==> src/rtl/tq_pkg.sv <==
// Shared widths, row/column types and read-side FSM states for the 4x4
// forward core transform.
package tq_pkg;

  localparam int unsigned RES_W  = 9;
  localparam int unsigned MID_W  = RES_W + 3;
  localparam int unsigned COEF_W = MID_W + 3;

  typedef logic [3:0][RES_W-1:0]  res_row_t;
  typedef logic [3:0][MID_W-1:0]  mid_row_t;
  typedef logic [3:0][COEF_W-1:0] coef_col_t;

  typedef enum logic {
    RD_IDLE,
    RD_DRAIN
  } rd_state_t;

endpackage

==> src/rtl/tq_fdct4_1d.sv <==
// Combinational 1-D H.264 forward butterfly: 4 x IN_W signed in,
// 4 x (IN_W+3) signed out.
module tq_fdct4_1d #(
  parameter int unsigned IN_W = 9
) (
  input  logic [4*IN_W-1:0]     x,
  output logic [4*(IN_W+3)-1:0] y
);

  localparam int unsigned OUT_W = IN_W + 3;

  logic signed [OUT_W-1:0] xe [4];
  logic signed [OUT_W-1:0] a0, a1, a2, a3;

  always_comb begin
    for (int unsigned i = 0; i < 4; i++) begin
      xe[i] = {{3{x[i*IN_W+IN_W-1]}}, x[i*IN_W +: IN_W]};
    end
    a0 = xe[0] + xe[3];
    a1 = xe[1] + xe[2];
    a2 = xe[1] - xe[2];
    a3 = xe[0] - xe[3];
    y  = {a3 - (a2 <<< 1), a0 - a1, (a3 <<< 1) + a2, a0 + a1};
  end

endmodule

==> src/rtl/tq_fdct_4x4_seq.sv <==
// Row-serial in / column-serial out 4x4 forward integer transform with a
// double-banked transpose buffer between the horizontal and vertical passes.
module tq_fdct_4x4_seq
  import tq_pkg::*;
(
  input  logic                clk,
  input  logic                rst_n,
  input  logic                flush_i,
  input  logic                in_valid_i,
  output logic                in_ready_o,
  input  logic [4*RES_W-1:0]  in_row_i,
  output logic                out_valid_o,
  input  logic                out_ready_i,
  output logic [4*COEF_W-1:0] out_col_o,
  output logic [1:0]          out_idx_o,
  output logic                out_last_o
);

  mid_row_t  h_row;
  mid_row_t  v_in;
  coef_col_t v_col;
  mid_row_t  bank [2][4];

  logic [1:0] full, full_nxt;
  logic       wr_bank, rd_bank, rd_bank_nxt;
  logic [1:0] wr_row, rd_col;
  rd_state_t  rd_state;
  logic       in_fire, bypass, load;

  assign in_ready_o = ~full[wr_bank];
  assign in_fire    = in_valid_i & in_ready_o;
  // Row 3 arriving into the bank being read feeds column 0 directly, so the
  // first column is presented the cycle after the block completes.
  assign bypass     = in_fire & (wr_row == 2'd3) & (wr_bank == rd_bank);
  assign load       = ((rd_state == RD_DRAIN) | bypass) & (~out_valid_o | out_ready_i);

  tq_fdct4_1d #(.IN_W(RES_W)) u_hpass (
    .x (in_row_i),
    .y (h_row)
  );

  tq_fdct4_1d #(.IN_W(MID_W)) u_vpass (
    .x (v_in),
    .y (v_col)
  );

  always_comb begin
    for (int unsigned r = 0; r < 4; r++) begin
      v_in[r] = bank[rd_bank][r][rd_col];
    end
    if (bypass) v_in[3] = h_row[rd_col];
  end

  always_comb begin
    full_nxt    = full;
    rd_bank_nxt = rd_bank;
    if (in_fire && wr_row == 2'd3) full_nxt[wr_bank] = 1'b1;
    if (load && rd_col == 2'd3) begin
      full_nxt[rd_bank] = 1'b0;
      rd_bank_nxt       = ~rd_bank;
    end
  end

  always_ff @(posedge clk) begin
    if (in_fire && !flush_i) bank[wr_bank][wr_row] <= h_row;
  end

  always_ff @(posedge clk or negedge rst_n) begin
    if (!rst_n) begin
      full        <= '0;
      wr_bank     <= 1'b0;
      wr_row      <= '0;
      rd_bank     <= 1'b0;
      rd_col      <= '0;
      rd_state    <= RD_IDLE;
      out_valid_o <= 1'b0;
      out_col_o   <= '0;
      out_idx_o   <= '0;
      out_last_o  <= 1'b0;
    end else if (flush_i) begin
      full        <= '0;
      wr_bank     <= 1'b0;
      wr_row      <= '0;
      rd_bank     <= 1'b0;
      rd_col      <= '0;
      rd_state    <= RD_IDLE;
      out_valid_o <= 1'b0;
      out_col_o   <= '0;
      out_idx_o   <= '0;
      out_last_o  <= 1'b0;
    end else begin
      full     <= full_nxt;
      rd_bank  <= rd_bank_nxt;
      rd_state <= full_nxt[rd_bank_nxt] ? RD_DRAIN : RD_IDLE;
      if (in_fire) begin
        wr_row <= wr_row + 2'd1;
        if (wr_row == 2'd3) wr_bank <= ~wr_bank;
      end
      if (load) begin
        out_valid_o <= 1'b1;
        out_col_o   <= v_col;
        out_idx_o   <= rd_col;
        out_last_o  <= (rd_col == 2'd3);
        rd_col      <= rd_col + 2'd1;
      end else if (out_ready_i) begin
        out_valid_o <= 1'b0;
      end
    end
  end

endmodule

==> config.mk <==
export PLATFORM = sky130hd
export DESIGN_NAME = tq_fdct_4x4_seq
export DESIGN_NICKNAME = d
export VERILOG_FILES = /design/src/rtl/tq_pkg.sv /design/src/rtl/tq_fdct4_1d.sv /design/src/rtl/tq_fdct_4x4_seq.sv
export SDC_FILE = /design/constraint.sdc
export NUM_CORES = 1
export LEC_CHECK = 0
export ABC_CLOCK_PERIOD_IN_PS = 7700
export CORE_UTILIZATION = 45
export CTS_CLUSTER_SIZE = 10
export DETAILED_ROUTE_END_ITERATION = 16
export MAX_ROUTING_LAYER = met4
export RECOVER_POWER = 25
export SYNTH_ARGS = -nofsm -noshare
export SYNTH_HDL_FRONTEND = slang
export SYNTH_HIERARCHICAL = 1
export SYNTH_SLANG_ARGS = --single-unit
==> constraint.sdc <==
create_clock -name clk -period 7.7 [get_ports clk]
set_input_delay 0.77 -clock clk [delete_from_list [all_inputs] [get_ports clk]]
set_output_delay 0.77 -clock clk [all_outputs]
set_load 0.02 [all_outputs]
* Yosys cells after proc, flatten, opt, wreduce, memory -nomap -nowiden *
Memories as Yosys holds them, arrays and structs flattened.
Cells that the tools add are included.

operators by class
  add/subtract/negate cells = 18
  multiply operators = 0
  div/mod/pow operators = 0
  magnitude comparators = 8
  equality and inequality tests = 3
  shifts and indexed selects = 0
  muxes and demuxes = 46
  bitwise operators = 14
  reduce and logical (&&, ||, !) cells = 12

operators with widths
  operator             count
  $mux 192             1
  $bmux 12 s2          5
  $mux 60              2
  $demux 48 s2         1
  $mux 12              6
  $mux 48              1
  $add 15x15->15       2
  $sub 15x15->15       2
  $add 12x12->13       2
  $sub 12x12->13       2
  $add 12x12->12       2
  $sub 12x12->12       2
  $add 9x9->10         2
  $sub 9x9->10         2
  $mux 1               19
  $mux 2               9
  $logic_and 1x1->1    6
  $lt 1x2->1 const B   3
  $reduce_bool 2->1    3
  $add 2x1->2 const B  2
  $and 1x1->1          4
  $eq 2x2->1 const B   2
  $not 1->1            4
  $ge 3x3->1 const B   1
  13 further kinds     16

storage, ports and cells
  register bits after elaboration = 73
  latch bits = 0
  memory bits (writable) = 384
  memory bits (read-only) = 0
  input port bits = 41
  memories = 1

memory list
  name  depth  bits a word  rd ports  clocked after memory_dff  write ports  RTL line               source
  bank  2      192          1         0                         1            tq_fdct_4x4_seq.sv:22  mid_row_t bank [2][4];

* Logic depth before layout (Yosys ltp) *
Gate-level depths: netlist (run 1).

  depth after elaboration = 14
  gate-level depth with buffers = 35
  mapped depth without buffers = 34

* Cells and area by module *
Netlist (run 1), hierarchy kept.

by module, submodules not included
  module                  times used  cells an instance  area an instance (sq um)  sequential area each (sq um)
  tq_fdct_4x4_seq         1           800                17603.1                   13357.8
  tq_fdct4_1d at u_vpass  1           580                4316.6                    0.0
  tq_fdct4_1d at u_hpass  1           410                3134.3                    0.0

* Worst setup path after synthesis (run 1) *
No wires, ideal clock.

  path kind = input port to flip-flop
  start point = input in_row_i[0]
  end point = register out_col_o[58]
  arrival = 6.358 ns
  path slack = 1.221 ns
  stages = 33
  path buffers = 0
  cell sequence = inv_1 -> ha_1 -> inv_1 -> fa_1 -> a21o_1 -> a21oi_1 -> xor2_1 -> inv_1 -> ha_1 -> o21ai_0 -> a21boi_1 -> o21ai_0 -> nand2b_1 -> a31oi_1 -> xnor2_1 -> xnor2_1 -> mux4_2 -> nand2_1 -> o21ai_0 -> inv_1 -> ha_1 -> inv_1 -> o21bai_1 -> o32a_1 -> o41ai_2 -> xor2_1 -> inv_1 -> ha_1 -> a21oi_1 -> a31oi_1 -> mux2i_1 -> xnor2_1 -> a22o_1

RTL lines
  item                  RTL line                source
  start, declared       tq_fdct_4x4_seq.sv:11   input logic [4*RES_W-1:0] in_row_i,
  end signal, assigned  tq_fdct_4x4_seq.sv:101  out_col_o <= v_col;
  end, declared         tq_fdct_4x4_seq.sv:14   output logic [4*COEF_W-1:0] out_col_o,

==> results of run 1 <==
-- sequential cells by signal (all words and copies together), names as in the netlist --
signal / flops
wr_bank: 1
bank: 384
out_idx_o: 2
out_last_o: 1
rd_bank: 1
out_valid_o: 1
out_col_o: 60
full: 2
wr_row: 2
rd_col: 2
rd_state: 1
-- metrics by stage --
stage                     area (sq um)  hold WS (ns)  cells  util (%)
after floorplan                  25100         0.474   1790         -
after global placement           27100         0.487   2624      49.2
after detailed placement         27100         0.493   2624      49.2
after CTS                        28500         0.315   2695      51.8
after global routing             28500         0.518   2695      51.7
final                            28500         0.494   2695      51.7
-- placed cells by master (no fill, tap or decap), types with 5 or more instances in the layout --
master and instances:
a211oi_1 5, a21o_1 15, a21oi_1 85, a21oi_2 6, a22o_1 64, a31oi_1 7, and2_2 8, buf_4 54
clkbuf_1 19, clkbuf_16 52, clkdlybuf4s50_1 38, dfrtp_1 70, dlygate4sd3_1 66, edfxtp_1 384, fa_1 16, ha_1 175
inv_1 168, mux2_2 37, mux2i_1 16, mux4_2 108, nand2_1 45, nand2b_1 18, nand3_1 11, nor2_1 72
nor2b_1 18, nor3_1 15, o21a_1 11, o21ai_0 60, o21bai_1 40, o31a_1 6, o31ai_1 6, or2_2 7
or3_1 5, xnor2_1 105, xor2_1 42
-- kinds of logic after synthesis --
family | Yosys count
simple gates | 223
mux | 161
flops | 457
compound gates | 358
fa+ha+maj | 191
buf+inv | 247
xor+xnor | 153
-- per-layer routing --
metal / share of wire (%) / up-vias / track usage (%) / wire length [um]
met4: 2.3 / 0 / 5.40 / 1220
met2: 48 / 333 / 32.4 / 25600
met1: 45 / 7315 / 26.1 / 23800
li1: - / 6924 / - / -
met5: 0 / - / - / 0
met3: 4.5 / 76 / 2.61 / 2410
-- path summary, 6_finish.rpt --
path | from | endpoint | depth (start not counted)
setup / recovery | in_row_i[9] | out_col_o[58] | 32
hold / removal | out_col_o[17] | out_col_o[17] | 1
setup reg to reg | rd_bank | out_col_o[58] | 19
hold reg to reg | out_col_o[17] | out_col_o[17] | 1
max in group asynchronous | rst_n | rd_col[0] | 1
min in group asynchronous | rst_n | out_col_o[15] | 1
-- worst max-delay path: cells and delay by family --
family / cells / cell delay [ns]
compound gates: 12 / 2.16
xor+xnor: 4 / 0.67
fa+ha+maj: 5 / 1.57
buf+inv: 6 / 1.31
mux: 2 / 0.69
simple gates: 3 / 0.35
-- power by group through the flow --
| stage | registers [mW] | clock network, mW | logic (mW) |
|---|---|---|---|
| after global routing | 3.22 | 2.30 | 3.32 |
| final | 3.21 | 2.15 | 2.98 |
| after global placement | 3.25 | 0 | 2.94 |
| after floorplan | 3.27 | 0 | 2.01 |
| after detailed placement | 3.26 | 0 | 2.99 |
| after CTS | 3.21 | 2.21 | 3.01 |
-- area by class of cell --
type / count / area share (%)
inverters: 168 / 2.21
clock inverters: 3 / 0.193
well taps: 748 / 3.28
clock buffers: 68 / 4.85
repair buffers: 165 / 5.28
multi-input cells: 1086 / 37.3
flip-flops and latches: 457 / 46.9
==> metrics.csv, run 1 <==
metric;value;unit
status;finished, violations left;
failing checks;capacitance limit, slew limit;
worst-margin pin slew;3.84;ns
DRC viols;0;
EDFF count, synth;384;
global route overflow;0;
#FFs+latches synth;457;
initial antenna violation count;1;
most common library cells after synthesis;edfxtp_1 (384), ha_1 (175), inv_1 (168);
Clock Tree Buf Depth;3;
Setup Buffers After CTS;0;
I/O pins;106;
total power;8.34;mW
Net Count, Synth;2022;
Max-Cap Viols;3;
WP data arrival;7.52;ns
share of flip-flops with an asynchronous set or reset;16.0;%
layout cells sized above 1;16.2;%
syn_area_per_cell;14.0;sq um
mapped cell area;0.0251;sq mm
CTS tree;done;
worst hold path class;reg -> reg;
post-DR vias/cell;5.44;
ys flop type;edfxtp_1;
worst-skew pair later-pin latency;0.60;ns
largest family of logic cells by synthesized area;multiplexers;
count leader, synth;edfxtp_1;
top cell type by total area after synthesis;edfxtp_1;
GP Congestion;0.826;
leakage;10.9;nW
largest net degree at the start of global routing;85;
Detail Route Antenna Nets;0;
final hold viol count;0;
n_diodes;0;
CTS buffer count;52;
PortBufs;105;
clk slew on worst S/H paths;0.05;ns
Final period util;91.6;%
total number of vias;14600;
CP max stage delay;0.56;ns
synthesized-area fraction occupied by and/or/nand/nor cells;4.50;%
Detailed Route Iter0 Violations;858;
final setup TNS;0;ns
Yosys cell types;87;
Die H;238;um
Peak VDD IR;0.154;mV
core area;0.0551;sq mm
Yosys top cell area share;46.0;%
Die Span X;238;um
worst setup margin;0.645;ns
R2R Setup Slk;1.15;ns
register share of total power;38.5;%
hpwl dp;36500;um
Int Pwr;5.63;mW
Mapped Cells;1790;
f_max;142;MHz
crit path time final;7.05;ns
CP Max Fanout;9;
Hold Buf Count CTS;0;
initial core utilization;45.5;%
Crit-path slowest cell;dlygate4sd3_1;
Gate power share;35.7;%
global-route wire length before repair;84000;um
max-slew violations;172;
Site Rows;86;
WL per Instance;19.7;um
CP endpoint kind;flop;
area grow syn2layout;13.7;%
DRT Wirelength;53100;um
top cells by area, synth;edfxtp_1 (46%), mux4_2 (9.7%), ha_1 (8.7%), dfrtp_1 (7.3%), xnor2_1 (3.7%);
crit path kind;in -> reg;
startpoint types;primary input;
synthesized-area fraction occupied by adder cells;10.0;%
area of the multi-input gates;0.0106;sq mm
RSZ-0062 raised after global routing;no;
H-tree depth;2;
gr usage total;19.8;%
TritonCTS sink count;457;
Max Clock Skew;0.0191;ns
drt first pass iters;5;
clock power share;25.8;%
Psw;2.70;mW
vias in the first global route;15200;
final setup fails;0;
post-cts sizing count;0;
synth warn;6;
die footprint;0.0566;sq mm
sequential share of the synthesized area;53.3;%
register area;0.0134;sq mm
Net Sw Frac;32.4;%
post-synthesis mux area share;12.0;%
CTS Root Buffer Type;clkbuf_16;
Final nets;2162;
Compound-Gate Fraction of Synth Area;10.3;%
XOR/XNOR share of the synthesized area;5.56;%
max_slew headroom;-156;%
Worst Path Required;8.17;ns
PD cells;293;mW/mm^2
Fillers;4699;
Place WS;0.0431;ns
Note: power is estimated with default switching activity, not from simulation.
==> run 2: changes to the inputs <==
- ABC_CLOCK_PERIOD_IN_PS: 7700 -> 8900
- clock period: 7.7 -> 8.9 ns (I/O delays scaled with it)
==> run 2 against run 1 <==
  * Clock skew increased by 0.0025 ns
  * Register-to-register slack improved by 0.23 ns
  * Count of clock-buffer cells in the layout shrank 2
  * Critical path depth grew 1
  * Combinational power decreased by 14%
  * Sequential cell count stayed put
  * Core utilization fell by 0.18 points
  * The flow still finishes with violations (capacitance limit, slew limit)
  * First-iteration DRC count shrank 8.7%
  * Sequential power fell by 13%
==> metrics.csv, run 2 (synthesis gave the netlist of run 1 again) <==
metric;value;unit;change
status;finished, violations left;;unchanged
failing checks;capacitance limit, slew limit;;unchanged
startpoint types;primary input;;unchanged
Final nets;2150;;was 2162
max_slew headroom;-156;%;about the same
largest registers;bank (384), out_col_o (60);;unchanged
I/O pins;106;;unchanged
worst hold path class;reg -> reg;;unchanged
max-slew violations;221;;was 172
Die H;238;um;unchanged
core area;0.0551;sq mm;unchanged
Site Rows;86;;unchanged
TritonCTS sink count;457;;unchanged
register share of total power;38.5;%;about the same
CP endpoint kind;flop;;unchanged
Int Pwr;4.88;mW;was 5.63 mW
post-cts sizing count;0;;unchanged
initial antenna violation count;0;;was 1
Detail Route Antenna Nets;0;;unchanged
Net Sw Frac;32.4;%;about the same
Clock Tree Buf Depth;3;;unchanged
final non-filler cell total;2682;;was 2695
f_max;132;MHz;
total number of vias;14600;;about the same
Worst Path Required;9.37;ns;was 8.17 ns
final setup fails;0;;unchanged
Max-Cap Viols;4;;was 3
R2R Setup Slk;1.38;ns;was 1.15 ns
Die Span X;238;um;unchanged
Critical Path Start;in_row_i[9];;unchanged
leakage;10.8;nW;was 10.9 nW
worst r2r src;rd_bank;;unchanged
drt first pass iters;4;;was 5
DRC viols;0;;unchanged
Most flops, register;bank;;unchanged
design area;0.0284;sq mm;was 0.0285 sq mm
Fillers;4703;;was 4699
commonest non-fill, non-tap cell in the layout;edfxtp_1;;unchanged
DP Area;0.0270;sq mm;was 0.0271 sq mm
fin util;51.5;%;was 51.7%
H-tree depth;2;;unchanged
gr usage total;19.7;%;was 19.8%
Psw;2.34;mW;was 2.70 mW
CP Max Fanout;9;;unchanged
WL per Instance;19.7;um;about the same
CTS tree;done;;unchanged
global-route wire length before repair;83600;um;was 84000 um
worst-margin pin slew;3.83;ns;was 3.84 ns
die footprint;0.0566;sq mm;unchanged
total power;7.22;mW;was 8.34 mW
Final period util;85.4;%;
post-DR vias/cell;5.45;;was 5.44
final hold viol count;0;;unchanged
CTS buffer count;52;;unchanged
PD cells;254;mW/mm^2;was 293 mW/mm^2
placed cell count;2612;;was 2624
Gate power share;35.4;%;was 35.7%
layout cells sized above 1;15.7;%;was 16.2%
final setup TNS;0;ns;unchanged
Hold Buf Count CTS;0;;unchanged
Crit-path slowest cell;dlygate4sd3_1;;unchanged
worst setup path endpoint;out_col_o[58];;unchanged
n_diodes;0;;unchanged
Setup Buffers After CTS;0;;unchanged
clock power share;26.1;%;was 25.8%
global route overflow;0;;unchanged
commonest non-fill, non-tap cells in the layout;edfxtp_1 (384), ha_1 (175), inv_1 (168), mux4_2 (108), xnor2_1 (105);;unchanged
WP data arrival;8.08;ns;was 7.52 ns
FF-to-FF path depth;21;;was 19
Detailed Route Iter0 Violations;783;;was 858
vias in the first global route;15200;;about the same
Max Clock Skew;0.0216;ns;was 0.0191 ns
max reg flops;384;;unchanged
crit path kind;in -> reg;;unchanged
DRT Wirelength;52900;um;was 53100 um
GP Congestion;0.805;;was 0.826
worst-skew pair later-pin latency;0.60;ns;about the same
Peak VDD IR;0.128;mV;was 0.154 mV
RSZ-0062 raised after global routing;no;;unchanged
CP max stage delay;0.56;ns;about the same
initial core utilization;45.5;%;unchanged
clk slew on worst S/H paths;0.06;ns;was 0.05 ns
area grow syn2layout;13.3;%;was 13.7%
PortBufs;105;;unchanged
worst flop-to-flop path endpoint;out_col_o[14];;was out_col_o[58]
CTS Root Buffer Type;clkbuf_16;;unchanged
largest net degree at the start of global routing;74;;was 85
crit path time final;7.60;ns;
hpwl dp;37000;um;was 36500 um
run 2: how the worst min path moves through the flow:
stage | slack [ns] | startpoint | cells past startpoint | endpoint
detailed placement | 0.49 | out_last_o | 1 | out_last_o
finish | 0.49 | out_col_o[5] | 1 | out_col_o[5]
global route | 0.51 | out_col_o[13] | 1 | out_col_o[13]
CTS | 0.45 | rst_n | 1 | out_col_o[45]
global placement | 0.49 | out_col_o[29] | 1 | out_col_o[29]
floorplan | 0.54 | wr_row[1] | 2 | wr_row[1]
run 2: layer usage:
metal	global-route usage, %	share of wire [%]	vias to the layer above	wire, um
met5	-	0	-	0
met4	4.36	1.7	0	910
met3	3.20	4.3	63	2270
met2	32.9	49	275	26000
met1	25.4	45	7379	23800
li1	-	-	6906	-
run 2: cell type report:
type                    count  area [sq um]  share of cell area, %
well taps                 748           936                   3.30
repair buffers            153          1390                   4.91
inverters                 168           631                   2.22
flip-flops and latches    457         13400                   47.1
multi-input cells        1086         10600                   37.4
clock inverters             4          85.1                  0.300
clock buffers              66          1360                   4.80
run 2: stage by stage:
step / setup slack (ns) / hold WS (ns)
3_5_place_dp: 0.864 / 0.490
2_1_floorplan: 2.30 / 0.543
4_1_cts: 1.47 / 0.450
5_1_grt: 0.535 / 0.512
3_3_place_gp: 0.973 / 0.487
6_report: 1.30 / 0.495
run 2: power by group through the flow:
stage,Combinational (mW),Clock [mW],Sequential (mW)
final,2.56,1.89,2.78
after global routing,2.84,2.01,2.78
after CTS,2.59,1.94,2.78
after detailed placement,2.58,0,2.82
after global placement,2.53,0,2.82
after floorplan,1.74,0,2.83
run 2: worst max-delay path: cells and delay by family:
| kind | cells | cell delay, ns |
|---|---|---|
| adder cells (fa/ha/maj) | 5 | 1.62 |
| AO/OA/AOI/OAI | 13 | 2.57 |
| XOR/XNOR | 4 | 0.65 |
| AND/OR/NAND/NOR | 3 | 0.33 |
| buffers and inverters | 6 | 1.31 |
| multiplexers | 2 | 0.69 |
==> RTL edit: new RTL, config.mk and constraints of run 1 <==
Set the package constant `RES_W` to 13 (it was 9).
--- a/src/rtl/tq_pkg.sv
+++ b/src/rtl/tq_pkg.sv
@@ -4,3 +4,3 @@
 
-  localparam int unsigned RES_W  = 9;
+  localparam int unsigned RES_W  = 13;
   localparam int unsigned MID_W  = RES_W + 3;
Interface: changed (resized in_row_i and out_col_o); port bits go from 106 to 138. No check against the original RTL was run, so the function may have changed too.
==> RTL edit against run 1 <==
  * The run still ends with max-capacitance violations, max-slew violations left
  * Area after synthesis is 36% higher
  * Clock skew is 8.7 ps higher
  * Wire length is 50% higher
  * Sequential cell count is 144 higher
  * Maximum frequency is 3.4% lower
  * Worst setup slack worse by 250 ps
  * Non-clock buffer count is 438 higher
  * Cell area is 47% higher
  * Global-route usage is 1.7 points higher
  * First-iteration DRC count is 79% higher
  * Total power is 59% higher
  * Count of clock-buffer cells in the layout is 24 higher
==> RTL edit: results (changes against run 1) <==
- Status: finished with violations
- Failing checks: max-capacitance violations, max-slew violations
- DIE AREA: 0.0768 mm2 (+36%)
- VDD IR max: 0.144 mV (-6.6%)
- Hold_ws: 493 ps (-0.815 ps)
- Worst Skew: 27.9 ps (+8.74 ps)
- Post-synth EDFFs: 512 (+33%)
- Sequential-to-total area share from yosys stat: 51.7% (-1.6 points)
- 1st-iter DRT viols: 1536 (+79%)
- Placed Cells: 4041 (+54%)
- Arr. time, crit path: 7850 ps (+330 ps)
- Global-route wire length before repair: 125000 um (+49%)
- Synth cell count leaders: 512 x edfxtp_1, 240 x inv_1, 239 x ha_1
- Vias in the first global route: 23200 (+53%)
- CLK BUF: 92 (+35%)
- Combinational share of power: 44.5% (+8.8 points)
- Number of port buffers: 137 (+30%)
- Synth async-reset ratio: 14.8% (-1.2 points)
- GRT met2 Usage: 36.0% (+3.6 points)
- Rel. slew slack: -176% (-20 points)
- Non-CTS buffers: 603 (+270%)
- Clock power share: 22.8% (-3.0 points)
- Metal-1 WL: 35300 um (+48%)
- Final Slew Violations: 157 (-8.7%)
- Antenna violations before repair: 0 (-1)
- Clock network area share: 4.91% (-0.13 points)
- Comb group: 5.89 mW (+98%)
- Filler Cell Count: 6010 (+28%)
- Post-DP Area: 0.0397 mm2 (+46%)
- Largest regs: bank x512, out_col_o x76
- Non-clock buffer share: 11.6% (+6.3 points)
- Placer Congestion: 0.889 (+7.6%)
- DR WL met3: 3680 um (+52%)
- Area occupied by multi-input gates: 0.0153 mm2 (+44%)
- Register Area: 0.0176 mm2 (+32%)
- Worst min-delay path endpoint: out_col_o[11]$_DFFE_PN0P_
- Largest net degree at the start of global routing: 79 (-7.1%)
- Hold path startpoint: out_col_o[11]$_DFFE_PN0P_
- Max-Cap Viols: 3 (unchanged)
- #MultiIn Comb: 1629 (+50%)
- CP max stage delay: 620 ps (+60 ps)
- Area grow syn2layout: 23.3%
- FF-to-FF End: out_col_o[53]$_DFFE_PN0P_
- Vias/cell: 5.45 (+0.33%)
- Main power group: combinational logic
- Met3 Use GR: 2.34% (-0.28 points)
- H-tree levels: 3 (+1)
- CTS buffer count: 71 (+37%)
- Worst R2R Setup Slack: 1170 ps (+20 ps)
- Post-synthesis cell type count: 100 (+15%)
- DP Wirelength: 58000 um (+59%)
- Cell count after synthesis: 2578 (+44%)
- Critical path peak fanout: 3 (-6)
- Slowest cell on crit path: or4b_2
[RTL edit: changes by cell type in the layout (fill, tap and decap cells not counted), sizes merged, moves of 19 or more]
cell and delta:
a21oi +37, a31oi +19, buf +403, clkbuf +27, edfxtp +128, ha +64, inv +76, mux4 +36
nand2 +34, nor2 +65, nor3 +27, xnor2 +46
[RTL edit: how the worst max path moves through the flow]
stage                            start                        end  slack (ps)
after global placement    in_row_i[13]  out_col_o[36]$_DFFE_PN0P_        -650
after CTS                 in_row_i[14]  out_col_o[36]$_DFFE_PN0P_          50
final                     in_row_i[13]  out_col_o[17]$_DFFE_PN0P_         400
after global routing      in_row_i[13]  out_col_o[36]$_DFFE_PN0P_           9
after floorplan           in_row_i[13]  out_col_o[75]$_DFFE_PN0P_         370
after detailed placement  in_row_i[13]  out_col_o[36]$_DFFE_PN0P_        -740
[RTL edit: worst max-delay path: cells and delay by family]
kind            cells  cell delay, ps
fa+ha+maj           5            1300
simple gates        7            2200
mux                 2             580
xor+xnor            1             150
compound gates      9            1650
buf+inv             7            1170
[RTL edit: cells by family (layout without fill, tap and decap cells)]
kind of cell / count (synthesis) / after routing / share of synthesized area [%]
AND/OR/NAND/NOR: 420 / 420 / 6.14
XOR/XNOR: 205 / 205 / 5.34
buffers and inverters: 348 / 946 / 4.20
flip-flops: 601 / 601 / 51.7
multiplexers: 216 / 216 / 11.8
adder cells (fa/ha/maj): 257 / 257 / 9.78
AO/OA/AOI/OAI: 531 / 531 / 11.0
[RTL edit: repair_timing]
action | 4_1_cts | 5_1_grt
setup endpoints to repair | 6 | 22
gates resized for setup | 4 | 69
pin swaps | 0 | 13
buffers inserted | 0 | 3
hold buffers | 0 | 0
